<file path="config.mk">
export PLATFORM = sky130hd
export DESIGN_NAME = router_inject_ni
export DESIGN_NICKNAME = d
export VERILOG_FILES = /design/src/rtl/router_inject_ni.sv
export SDC_FILE = /design/constraint.sdc
export NUM_CORES = 1
export LEC_CHECK = 0
export ABC_CLOCK_PERIOD_IN_PS = 3300
export CAP_MARGIN = 20
export CORE_UTILIZATION = 47
export CTS_BUF_LIST = sky130_fd_sc_hd__clkbuf_4 sky130_fd_sc_hd__clkbuf_8
export CTS_CLUSTER_SIZE = 8
export DETAILED_ROUTE_END_ITERATION = 16
export PLACE_DENSITY_LB_ADDON = 0.1
export SYNTH_ARGS = -nofsm -noshare
export SYNTH_HDL_FRONTEND = slang
export SYNTH_SLANG_ARGS = --single-unit
</file>
<file path="constraint.sdc">
create_clock -name clk -period 3.3 [get_ports clk]
set_input_delay 0.33 -clock clk [delete_from_list [all_inputs] [get_ports clk]]
set_output_delay 0.33 -clock clk [all_outputs]
set_load 0.02 [all_outputs]
</file>
<file path="src/rtl/router_inject_ni.sv">
// ---------------------------------------------------------------------------
// router_inject_ni
//
// Network-interface transmitter. It packetizes one host message into one head
// flit followed by 1..8 body flits, with the last body flit marked tail. It
// injects the flits into a router input port and honours the router's
// credit-based flow control.
//
// Flit layout (bit index = channel_out bit):
//   [0] valid, [1] head, [2] tail, [CHANNEL_WIDTH-1:3] payload
//   head payload: [3 +: AW] dest, [3+AW +: AW] src, [3+2*AW +: 3] len,
//                 all other payload bits zero
//   body payload: host data word
//
// Ports
//   clk           rising-edge clock
//   reset         asynchronous, active-low reset
//   src_address   this node's router address (quasi-static)
//   msg_valid     host offers a message header
//   msg_ready     header accepted while high (IDLE only)
//   msg_dest      destination router address
//   msg_len       body flit count minus one
//   data_valid    host offers one body word
//   data_ready    body word accepted while high (BODY with credit)
//   data          body payload word
//   flow_ctrl_in  one returned credit per high cycle
//   channel_out   registered flit to the router (all zeros when idle)
//   credit_count  current credit count
//   error         sticky credit-overflow flag
// ---------------------------------------------------------------------------
module router_inject_ni #(
    parameter int CHANNEL_WIDTH     = 34,
    parameter int ROUTER_ADDR_WIDTH = 4,
    parameter int NUM_CREDITS       = 4
) (
    input  logic                         clk,
    input  logic                         reset,
    input  logic [ROUTER_ADDR_WIDTH-1:0] src_address,
    input  logic                         msg_valid,
    output logic                         msg_ready,
    input  logic [ROUTER_ADDR_WIDTH-1:0] msg_dest,
    input  logic [2:0]                   msg_len,
    input  logic                         data_valid,
    output logic                         data_ready,
    input  logic [CHANNEL_WIDTH-4:0]     data,
    input  logic                         flow_ctrl_in,
    output logic [CHANNEL_WIDTH-1:0]     channel_out,
    output logic [3:0]                   credit_count,
    output logic                         error
);

    localparam int PAYLOAD_W = CHANNEL_WIDTH - 3;

    localparam logic [1:0] ST_IDLE = 2'd0;
    localparam logic [1:0] ST_HEAD = 2'd1;
    localparam logic [1:0] ST_BODY = 2'd2;

    localparam logic [3:0] CREDIT_MAX = 4'(NUM_CREDITS);

    logic [1:0]                   r_state;
    logic [2:0]                   r_remain;
    logic [3:0]                   r_credit;
    logic                         r_error;
    logic [CHANNEL_WIDTH-1:0]     r_channel;
    logic [ROUTER_ADDR_WIDTH-1:0] r_dest;
    logic [2:0]                   r_len;

    logic                         w_has_credit;
    logic                         w_msg_hs;
    logic                         w_data_hs;
    logic                         w_head_send;
    logic                         w_send;
    logic                         w_last;
    logic [PAYLOAD_W-1:0]         w_head_payload;

    // Ready signals depend only on registered state and count, never on inputs.
    assign w_has_credit = (r_credit != 4'd0);
    assign msg_ready    = (r_state == ST_IDLE);
    assign data_ready   = (r_state == ST_BODY) && w_has_credit;

    assign w_msg_hs     = msg_valid && msg_ready;
    assign w_data_hs    = data_valid && data_ready;
    assign w_head_send  = (r_state == ST_HEAD) && w_has_credit;
    assign w_send       = w_head_send || w_data_hs;
    assign w_last       = (r_remain == 3'd0);

    always_comb begin
        w_head_payload = '0;
        w_head_payload[ROUTER_ADDR_WIDTH-1:0]                   = r_dest;
        w_head_payload[2*ROUTER_ADDR_WIDTH-1:ROUTER_ADDR_WIDTH] = src_address;
        w_head_payload[2*ROUTER_ADDR_WIDTH+2:2*ROUTER_ADDR_WIDTH] = r_len;
    end

    // Header fields are plain data; they are only consumed after being loaded.
    always_ff @(posedge clk) begin
        if (w_msg_hs) begin
            r_dest <= msg_dest;
            r_len  <= msg_len;
        end
    end

    always_ff @(posedge clk or negedge reset) begin
        if (!reset) begin
            r_state   <= ST_IDLE;
            r_remain  <= 3'd0;
            r_credit  <= CREDIT_MAX;
            r_error   <= 1'b0;
            r_channel <= '0;
        end else begin
            // Output flit register: a flit lives for exactly one cycle.
            r_channel <= '0;
            if (w_head_send) begin
                r_channel <= {w_head_payload, 1'b0, 1'b1, 1'b1};
            end else if (w_data_hs) begin
                r_channel <= {data, w_last, 1'b0, 1'b1};
            end

            case (r_state)
                ST_IDLE: begin
                    if (w_msg_hs) begin
                        r_remain <= msg_len;
                        r_state  <= ST_HEAD;
                    end
                end
                ST_HEAD: begin
                    if (w_head_send) begin
                        r_state <= ST_BODY;
                    end
                end
                ST_BODY: begin
                    if (w_data_hs) begin
                        if (w_last) begin
                            r_state <= ST_IDLE;
                        end else begin
                            r_remain <= r_remain - 3'd1;
                        end
                    end
                end
                default: r_state <= ST_IDLE;
            endcase

            // A send and a credit return in the same cycle cancel out. A
            // return with nothing outstanding is a protocol error: hold the
            // count and flag it until reset.
            case ({w_send, flow_ctrl_in})
                2'b10: r_credit <= r_credit - 4'd1;
                2'b01: begin
                    if (r_credit == CREDIT_MAX) begin
                        r_error <= 1'b1;
                    end else begin
                        r_credit <= r_credit + 4'd1;
                    end
                end
                default: ;
            endcase
        end
    end

    assign channel_out  = r_channel;
    assign credit_count = r_credit;
    assign error        = r_error;

endmodule
</file>
### Word-level counts from Yosys, hierarchy flattened

Cells that the tools add are included.

* flip-flop bits (word level): 51

* reduce and logical (&&, ||, !) cells: 14
* add/subtract/negate cells: 3
* multiplexer cells: 13
* eq/ne operators: 11

Operators with widths (number)
* two-way mux 34 bit: 2
* != test 2 bit (second input constant): 5
* two-way mux 3 bit: 3
* two-way mux 2 bit: 4
* one-hot mux 4 bit (2 select lines): 1
* AND reduction 4 bit: 2
* one-hot mux 2 bit (3 select lines): 1
* one-hot mux 3 bit (2 select lines): 1
* adder 4 x 1 -> 4 bit (second input constant): 1
* equality test 2 x 1 -> 1 bit (second input constant): 2
* equality test 2 bit (second input constant): 2
* equality test 4 x 3 -> 1 bit (second input constant): 1
* logical AND 1 bit: 4
* two-way mux 4 bit: 1
* AND reduction 2 bit: 2
* nonzero test 2 bit: 2
* nonzero test 4 bit: 1
* subtractor 4 x 1 -> 4 bit (second input constant): 1
* logical NOT 3 bit: 1
* subtractor 3 x 1 -> 3 bit (second input constant): 1
* logical NOT 2 bit: 1
* != test 2 x 1 -> 1 bit (second input constant): 1
* logical OR 1 bit: 1

### Longest topological paths before layout

Gate-level depths: netlist of the first run.

* depth after elaboration: 7
* depth in mapped cells: 8
* depth with buffers taken out: 8

### Worst setup path after synthesis of the first run

No wires, ideal clock.

* path kind: flip-flop to flip-flop
* start: register r_credit[0] (netlist: credit_count[0])
* end: register r_credit[3] (netlist: credit_count[3])
* period minus slack after synthesis: 2.387 ns
* path slack: 0.913 ns
* library setup time: 0.133 ns
* cell stages (with the launch flop): 9
* arrival: 2.253 ns
* data required time: 3.167 ns
* path through: dfrtp_1 or4_4 o21ai_2 nand2_1 ha_1 nand3_1 a211oi_1 mux2i_1 xnor2_1

* word-level cells in the longest chain between the ends: 7
* elaborated cells on any way between the ends: 15

Ends and longest elaborated chain
* start, declared: line 62 `logic [3:0] r_credit;`
* start signal, assigned: line 146 `2'b10: r_credit <= r_credit - 4'd1;`
* start signal, assigned: line 151 `r_credit <= r_credit + 4'd1;`
* nonzero test 4 bit: line 77 `assign w_has_credit = (r_credit != 4'd0);`
* logical AND 1 bit: line 79 `assign data_ready = (r_state == ST_BODY) && w_has_credit;`
* logical AND 1 bit: line 82 `assign w_data_hs = data_valid && data_ready;`
* logical OR 1 bit: line 84 `assign w_send = w_head_send || w_data_hs;`
* equality test 2 x 1 -> 1 bit or equality test 2 bit (tied branches): line 145 `case ({w_send, flow_ctrl_in})`
* != test 2 bit (no source line) or nonzero test 2 bit (tied branches)
* AND reduction 2 bit (no source line)

Several ways; a longest one is shown, not always the timed one. The select of a mux whose other input is x is not followed.
A chain may end at the register's enable or synchronous reset.

### Worst setup path in the final report of the first run

Same ends and word-level chain as after synthesis.

==> results.md, run 1 <==
* Routability Congestion at about 0.78
* TritonCTS Buffers at 5
* Iter 0 DRT Violations at 70
* Syn avg cell area at 13.3 um^2
* Die W at slightly below 70 um
* Count of input and output buffers at 87
* Fin cells at slightly below 300
* Placed Cells at about 290
* Vias after detailed routing at 1568
* Fillers at between 200 and 300
* TritonCTS clock tree: done
* Crit path kind: register to register
* Setup Skew at 11.4 ps
* Max Cap Viol at 0
* IO Pins at 88
* Dominant cells by area after synthesis: dfrtp_1 (52%), edfxtp_1 (10%), and3_1 (6.4%)
* CP peak stage delay at 730 ps
* HP Class: primary input to async pin
* Maximum net fanout on the critical path at 24
* Worst Max-Slew Pin Slew at 929 ps
* Wirelength per Cell at 15.7 um
* GRT overflow at 0
* Fraction of registers with async set/reset at a little under nine tenths
* Slew margin rel. at 38.0%
* Post-synth top cells: dfrtp_1 (43), and3_1 (21), a22o_1 (11), edfxtp_1 (7)
* Inserted Diodes at 0
* Min Clock Period, post-route at 2700 ps
* H-tree depth at 2
* First-pass iteration count of the detailed router at 4
* Initial Utilization at about half
* First-pass GRT wire length at 7060 um
* Clock buffer depth at 2
* Final Cycle Share at 81.7%
* Crit path cell chain: or4_4, o21ai_2, nand2_1, ha_1, nand3_1, a211oi_1, mux2i_1, xnor2_1
* Final WL at about 4600 um
* Final Max Tran Viols at 0
* CP Capture Type: register
* Slowest-stage cell, CP: or4_4
* Post-synth top area share at 52.2%
* Clk_lat worst skew at 300 ps
* Endpoints failing setup at 0
* Antenna Nets Post-Route at 0
* Die H at 68.3 um
* Peak Freq at approximately 370 MHz
* Largest net degree at the start of global routing at 45
* Final core occ at 74.5%
* Design Area, Final at 3070 um^2
* Crit path arrival time at 2870 ps
* P_leak at 1.39 nW
* Leading area contributor after synthesis: dfrtp_1
* Gate Count Post-Synth at 155
* CTS sink cnt at 51
* Area taken by multi-input logic gates at 686 um^2
* CP required at around 3500 ps
* Row count at 23
* Core area at 4120 um^2
* Clock root buffer: clkbuf_8
* Placed Area at 2950 um^2
* Peak supply drop at 0.625 mV
* Post-CTS setup buffers at 0
* #FFs+latches synth at between 50 and 60
* Power per cell area at 786 nW/um^2
* FF+latch area at 1310 um^2
* Status: completed
* # hold bufs at CTS at 0
* GRT Resource Usage Total at 21.2%
* Synth Flop Type: dfrtp_1
* Number of global-route vias before repair at 1492
* Fin. Hold Viols at 0
* Power Total at between 2 and 2.5 mW
* Final net count at a little under 300
* Setup TNS at 0 ps
* Sequential area share after synthesis at 63.6%
* Area Growth Syn to Fin at 48.6%
* Worst r2r path cells at 8
* RSZ-0062 raised after global routing: false
* Synth Warn # at 0
* Syn nets at between 200 and 250
* Via-to-Cell Ratio at 5.35
* Critical Path Source Type: register
* Fraction of layout cells with a size suffix above 1 at under 10%
* HPWL after DPL at 3370 um
* Yosys cell types at 44
* CTS resizes at 0
* Mapped cell area at around 2100 um^2
* Antenna violations before repair at 0
* Most common cell in the synthesized netlist: dfrtp_1
* DRC viols at 0
* Clock slew at reported path FFs at 90 ps
* Die ar. at 4660 um^2
* Number of synthesized flops with an enable pin at 7
## worst max-delay path: cells and delay by family, from the launching register on
kind	cells	cell delay, ps
muxes	1	130
DFF	1	500
AOI/OAI and AO/OA	2	430
adders and majority gates	1	370
and+or+nand+nor	3	1010
xor gates and xnor gates	1	140
## stage by stage
| stage | hold slack [ps] | setup slack [ps] |
|---|---|---|
| detailed placement | 455 | 402 |
| floorplan | 34.4 | 913 |
| CTS | 192 | 627 |
| global route | 229 | 411 |
| global placement | 446 | 618 |
| finish | 164 | 604 |
## report_power, final
part | total [mW] | switching, mW | internal (mW) | leakage (nW)
Sequential | 0.953 | 0.140 | 0.813 | 0.642
Clock | 0.432 | 0.189 | 0.243 | 0.0593
Combinational | 1.02 | 0.511 | 0.514 | 0.693
Total | 2.41 | 0.839 | 1.57 | 1.39
## registers in the layout, summed over array words and instances (netlist names)
register and flops:
r_len 3, credit_count 4, error 1, r_dest 4, r_remain 3, channel_out 34
r_state 2
## routing by layer
layer / track usage (%) / up-vias / share of wire, %
met5: 0 / - / 0
met4: 7.03 / 0 / 1.3
met3: 5.17 / 7 / 6.8
met2: 36.2 / 57 / 51
met1: 26.1 / 769 / 41
li1: - / 735 / -
## worst paths after layout
kind	slack, ps	end	startpoint
worst max-delay path	600	credit_count[3]	credit_count[0]
worst min-delay path	160	r_remain[1]	reset
worst max register to register	600	credit_count[3]	credit_count[0]
worst min register to register	480	channel_out[11]	r_len[0]
max in group asynchronous	2560	r_remain[0]	reset
min in group clk	480	channel_out[11]	r_len[0]
## cells in the final DEF (no fill, tap or decap), types with 2 or more instances in the layout
cell	count
a211oi_1	2
a21oi_1	4
a22o_1	11
and3_1	21
clkbuf_4	2
clkbuf_8	5
clkdlybuf4s50_1	86
dfrtp_1	43
edfxtp_1	7
ha_1	4
inv_1	5
mux2_1	2
mux2i_1	3
nand2_1	3
nand2b_1	2
nand3_1	3
nor2_1	5
nor2b_1	2
nor3_1	3
o21ai_0	2
xor2_1	2
## logic make-up after synthesis
family,count (synthesis),share of synthesized area (%)
AO/OA/AOI/OAI,28,10.9
XOR/XNOR,3,1.27
adder cells (fa/ha/maj),5,3.40
buffers and inverters,13,3.15
flip-flops,51,63.6
multiplexers,5,2.55
AND/OR/NAND/NOR,50,15.2
## area by class of cell
type,count,share of cell area (%)
Timing Repair Buffer,88,28.5
Inverter,5,0.612
Clock buffer,7,2.73
Sequential cell,51,42.8
Multi-Input combinational cell,91,22.4
Tap cell,50,2.04
Clock inverter,1,0.979
Power figures use the tool's default switching activity.
==> inputs of run 2 (changes only) <==
--- a/config.mk
+++ b/config.mk
@@ -5,9 +5,9 @@
 export SDC_FILE = /design/constraint.sdc
 export NUM_CORES = 1
 export LEC_CHECK = 0
-export ABC_CLOCK_PERIOD_IN_PS = 3300
+export ABC_CLOCK_PERIOD_IN_PS = 2430
 export CAP_MARGIN = 20
-export CORE_UTILIZATION = 47
+export CORE_UTILIZATION = 39
 export CTS_BUF_LIST = sky130_fd_sc_hd__clkbuf_4 sky130_fd_sc_hd__clkbuf_8
 export CTS_CLUSTER_SIZE = 8
 export DETAILED_ROUTE_END_ITERATION = 16
==> constraint.sdc (replaced) <==
create_clock -name clk -period 2.43 [get_ports clk]
set_input_delay 0.243 -clock clk [delete_from_list [all_inputs] [get_ports clk]]
set_output_delay 0.243 -clock clk [all_outputs]
set_load 0.02 [all_outputs]
==> run 2 against run 1 <==
- register-to-register slack got worse by 420 ps
- sequential share of layout area fell by 1.8 points
- critical path depth is the same
- non-clock buffer count grew 11
- design area rose by 4.4%
- first-iteration DRC count increased by 11%
- final cell count up 11%
- largest cell class unchanged
==> results.md, run 2 (synthesis results as in run 1) <==
* Status: completed (unchanged)
* CP Capture Type: register (unchanged)
* DRC viols at 0 (unchanged)
* Peak supply drop at 0.717 mV (was 0.625 mV)
* Power Total at 3.36 mW (was 2.41 mW)
* Maximum net fanout on the critical path at 7 (was 24)
* Inserted Diodes at 0 (unchanged)
* HP Class: primary input to async pin (unchanged)
* HPWL after DPL at 3170 um (was 3370 um)
* TritonCTS Buffers at 5 (unchanged)
* Clock buffer depth at 2 (unchanged)
* Count of input and output buffers at 87 (unchanged)
* Core area at 5110 um^2 (was 4120 um^2)
* Iter 0 DRT Violations at 78 (was 70)
* Fin. Hold Viols at 0 (unchanged)
* CP required at 2610 ps (was 3480 ps)
* Final WL at 4400 um (was 4610 um)
* Final Max Tran Viols at 0 (unchanged)
* Critical Path Source Type: register (unchanged)
* Min Clock Period, post-route at 2250 ps (was 2700 ps)
* Worst Max-Slew Pin Slew at 592 ps (was 929 ps)
* Row count at 26 (was 23)
* Die H at 74.7 um (was 68.3 um)
* TritonCTS clock tree: done (unchanged)
* Vias after detailed routing at 1541 (was 1568)
* Slew margin rel. at 60.0% (was 38.0%)
* First-pass GRT wire length at 6860 um (was 7060 um)
* Initial Utilization at 40.4% (was 50.1%)
* Clk_lat worst skew at 290 ps (was 300 ps)
* P_leak at 1.45 nW (was 1.39 nW)
* Antenna violations before repair at 0 (unchanged)
* Die ar. at 5590 um^2 (was 4660 um^2)
* Routability Congestion at 0.791 (was 0.779)
* Crit path kind: register to register (unchanged)
* Final net count at 305 (was 294)
* CTS sink cnt at 51 (unchanged)
* Setup TNS at 0 ps (unchanged)
* Most common cell after layout, fill and taps aside: clkdlybuf4s50_1 (unchanged)
* IO Pins at 88 (unchanged)
* Largest net degree at the start of global routing at 45 (unchanged)
* Endpoints failing setup at 0 (unchanged)
* Die W at 74.7 um (was 68.3 um)
* First-pass iteration count of the detailed router at 4 (unchanged)
* Max reg flops at 34 (unchanged)
* H-tree depth at 2 (unchanged)
* Final Cycle Share at 92.5% (was 81.7%)
* Clock root buffer: clkbuf_8 (unchanged)
* Area Growth Syn to Fin at 55.2% (was 48.6%)
* Fraction of layout cells with a size suffix above 1 at 12.2% (was 8.23%)
* RSZ-0062 raised after global routing: false (unchanged)
* Post-CTS setup buffers at 0 (unchanged)
* Clock slew at reported path FFs at 80 ps (was 90 ps)
* Crit path arrival time at 2420 ps (was 2870 ps)
* Antenna Nets Post-Route at 0 (unchanged)
* Setup Skew at 4.42 ps (was 11.4 ps)
* Wirelength per Cell at 13.6 um (was 15.7 um)
* Via-to-Cell Ratio at 4.76 (was 5.35)
* Power per cell area at 1050 nW/um^2 (was 786 nW/um^2)
* Worst hold slack at 441 ps (was 164 ps)
* GRT Resource Usage Total at 16.7% (was 21.2%)
* GRT overflow at 0 (unchanged)
* Most frequent cells in the layout: clkdlybuf4s50_1 (86), dfrtp_1 (43), and3_1 (21), a22o_1 (11), buf_4 (10) (was clkdlybuf4s50_1 (86), dfrtp_1 (43), and3_1 (21), a22o_1 (11), edfxtp_1 (7))
* Fin cells at 324 (was 293)
* Placed Cells at 314 (was 285)
* Max Cap Viol at 0 (unchanged)
* Peak Freq at 445 MHz (was 371 MHz)
* Number of global-route vias before repair at 1379 (was 1492)
[run 2: cell type report]
type                    instances  area [um^2]
multi-input cells              91          698
fillers                       429         1910
clock buffers                   7         83.8
flip-flops and latches         51         1310
well taps                      70         87.6
repair buffers                 99          971
clock inverters                 1         30.0
inverters                       5         18.8
[run 2: worst max-delay path, stage by stage, from the launching register on]
cell and delay (ps):
dfrtp_1 470, or4_4 510, o21ai_2 80, nand2_1 160, ha_4 330, a21oi_1 90
a211oi_1 250, mux2i_1 120, xnor2_1 130
[run 2: per-stage QoR]
stage               instance area, um^2  worst slack, ps  util (%)
detailed placement                 3050              149      59.6
global placement                   3050              262      59.6
finish                             3200              181      62.7
global route                       3200             32.2      62.7
floorplan                          2060             43.3         -
CTS                                3160              151      61.9
[run 2: worst paths after layout]
check	startpoint	to	slack (ps)	depth (start not counted)
worst max-delay path	credit_count[3]	credit_count[3]	180	8
worst min-delay path	reset	channel_out[16]	440	2
worst max register to register	credit_count[3]	credit_count[3]	180	8
worst min register to register	error	error	470	1
max in group asynchronous	reset	channel_out[1]	1500	3
min in group clk	error	error	470	1
[run 2: what timing repair did]
| action | 4_1_cts | 5_1_grt |
|---|---|---|
| endpoints found under the hold margin | 0 | 17 |
| hold buffers | 0 | 1 |
| resized for setup | 0 | 1 |
| setup endpoints to repair | 0 | 1 |
[run 2: routing by layer]
layer	track usage, %	part of all wire, %	vias up
met5	0	0	-
met4	6.92	0.66	0
met3	4.28	5.0	2
met2	25.0	48	46
met1	23.3	47	737
li1	-	-	756
[run 2: power by group]
| group | total [mW] | switching (mW) | internal, mW |
|---|---|---|---|
| Combinational | 1.55 | 0.765 | 0.784 |
| Clock | 0.582 | 0.252 | 0.330 |
| Sequential | 1.23 | 0.125 | 1.11 |
==> inputs of run 3 (changes only) <==
--- a/config.mk
+++ b/config.mk
@@ -12,6 +12,7 @@
 export CTS_CLUSTER_SIZE = 8
 export DETAILED_ROUTE_END_ITERATION = 16
 export PLACE_DENSITY_LB_ADDON = 0.1
+export SKIP_CTS_REPAIR_TIMING = 1
 export SYNTH_ARGS = -nofsm -noshare
 export SYNTH_HDL_FRONTEND = slang
 export SYNTH_SLANG_ARGS = --single-unit
==> results of run 3 <==
No change in the layout: final DEF, timing and power equal those of run 2.
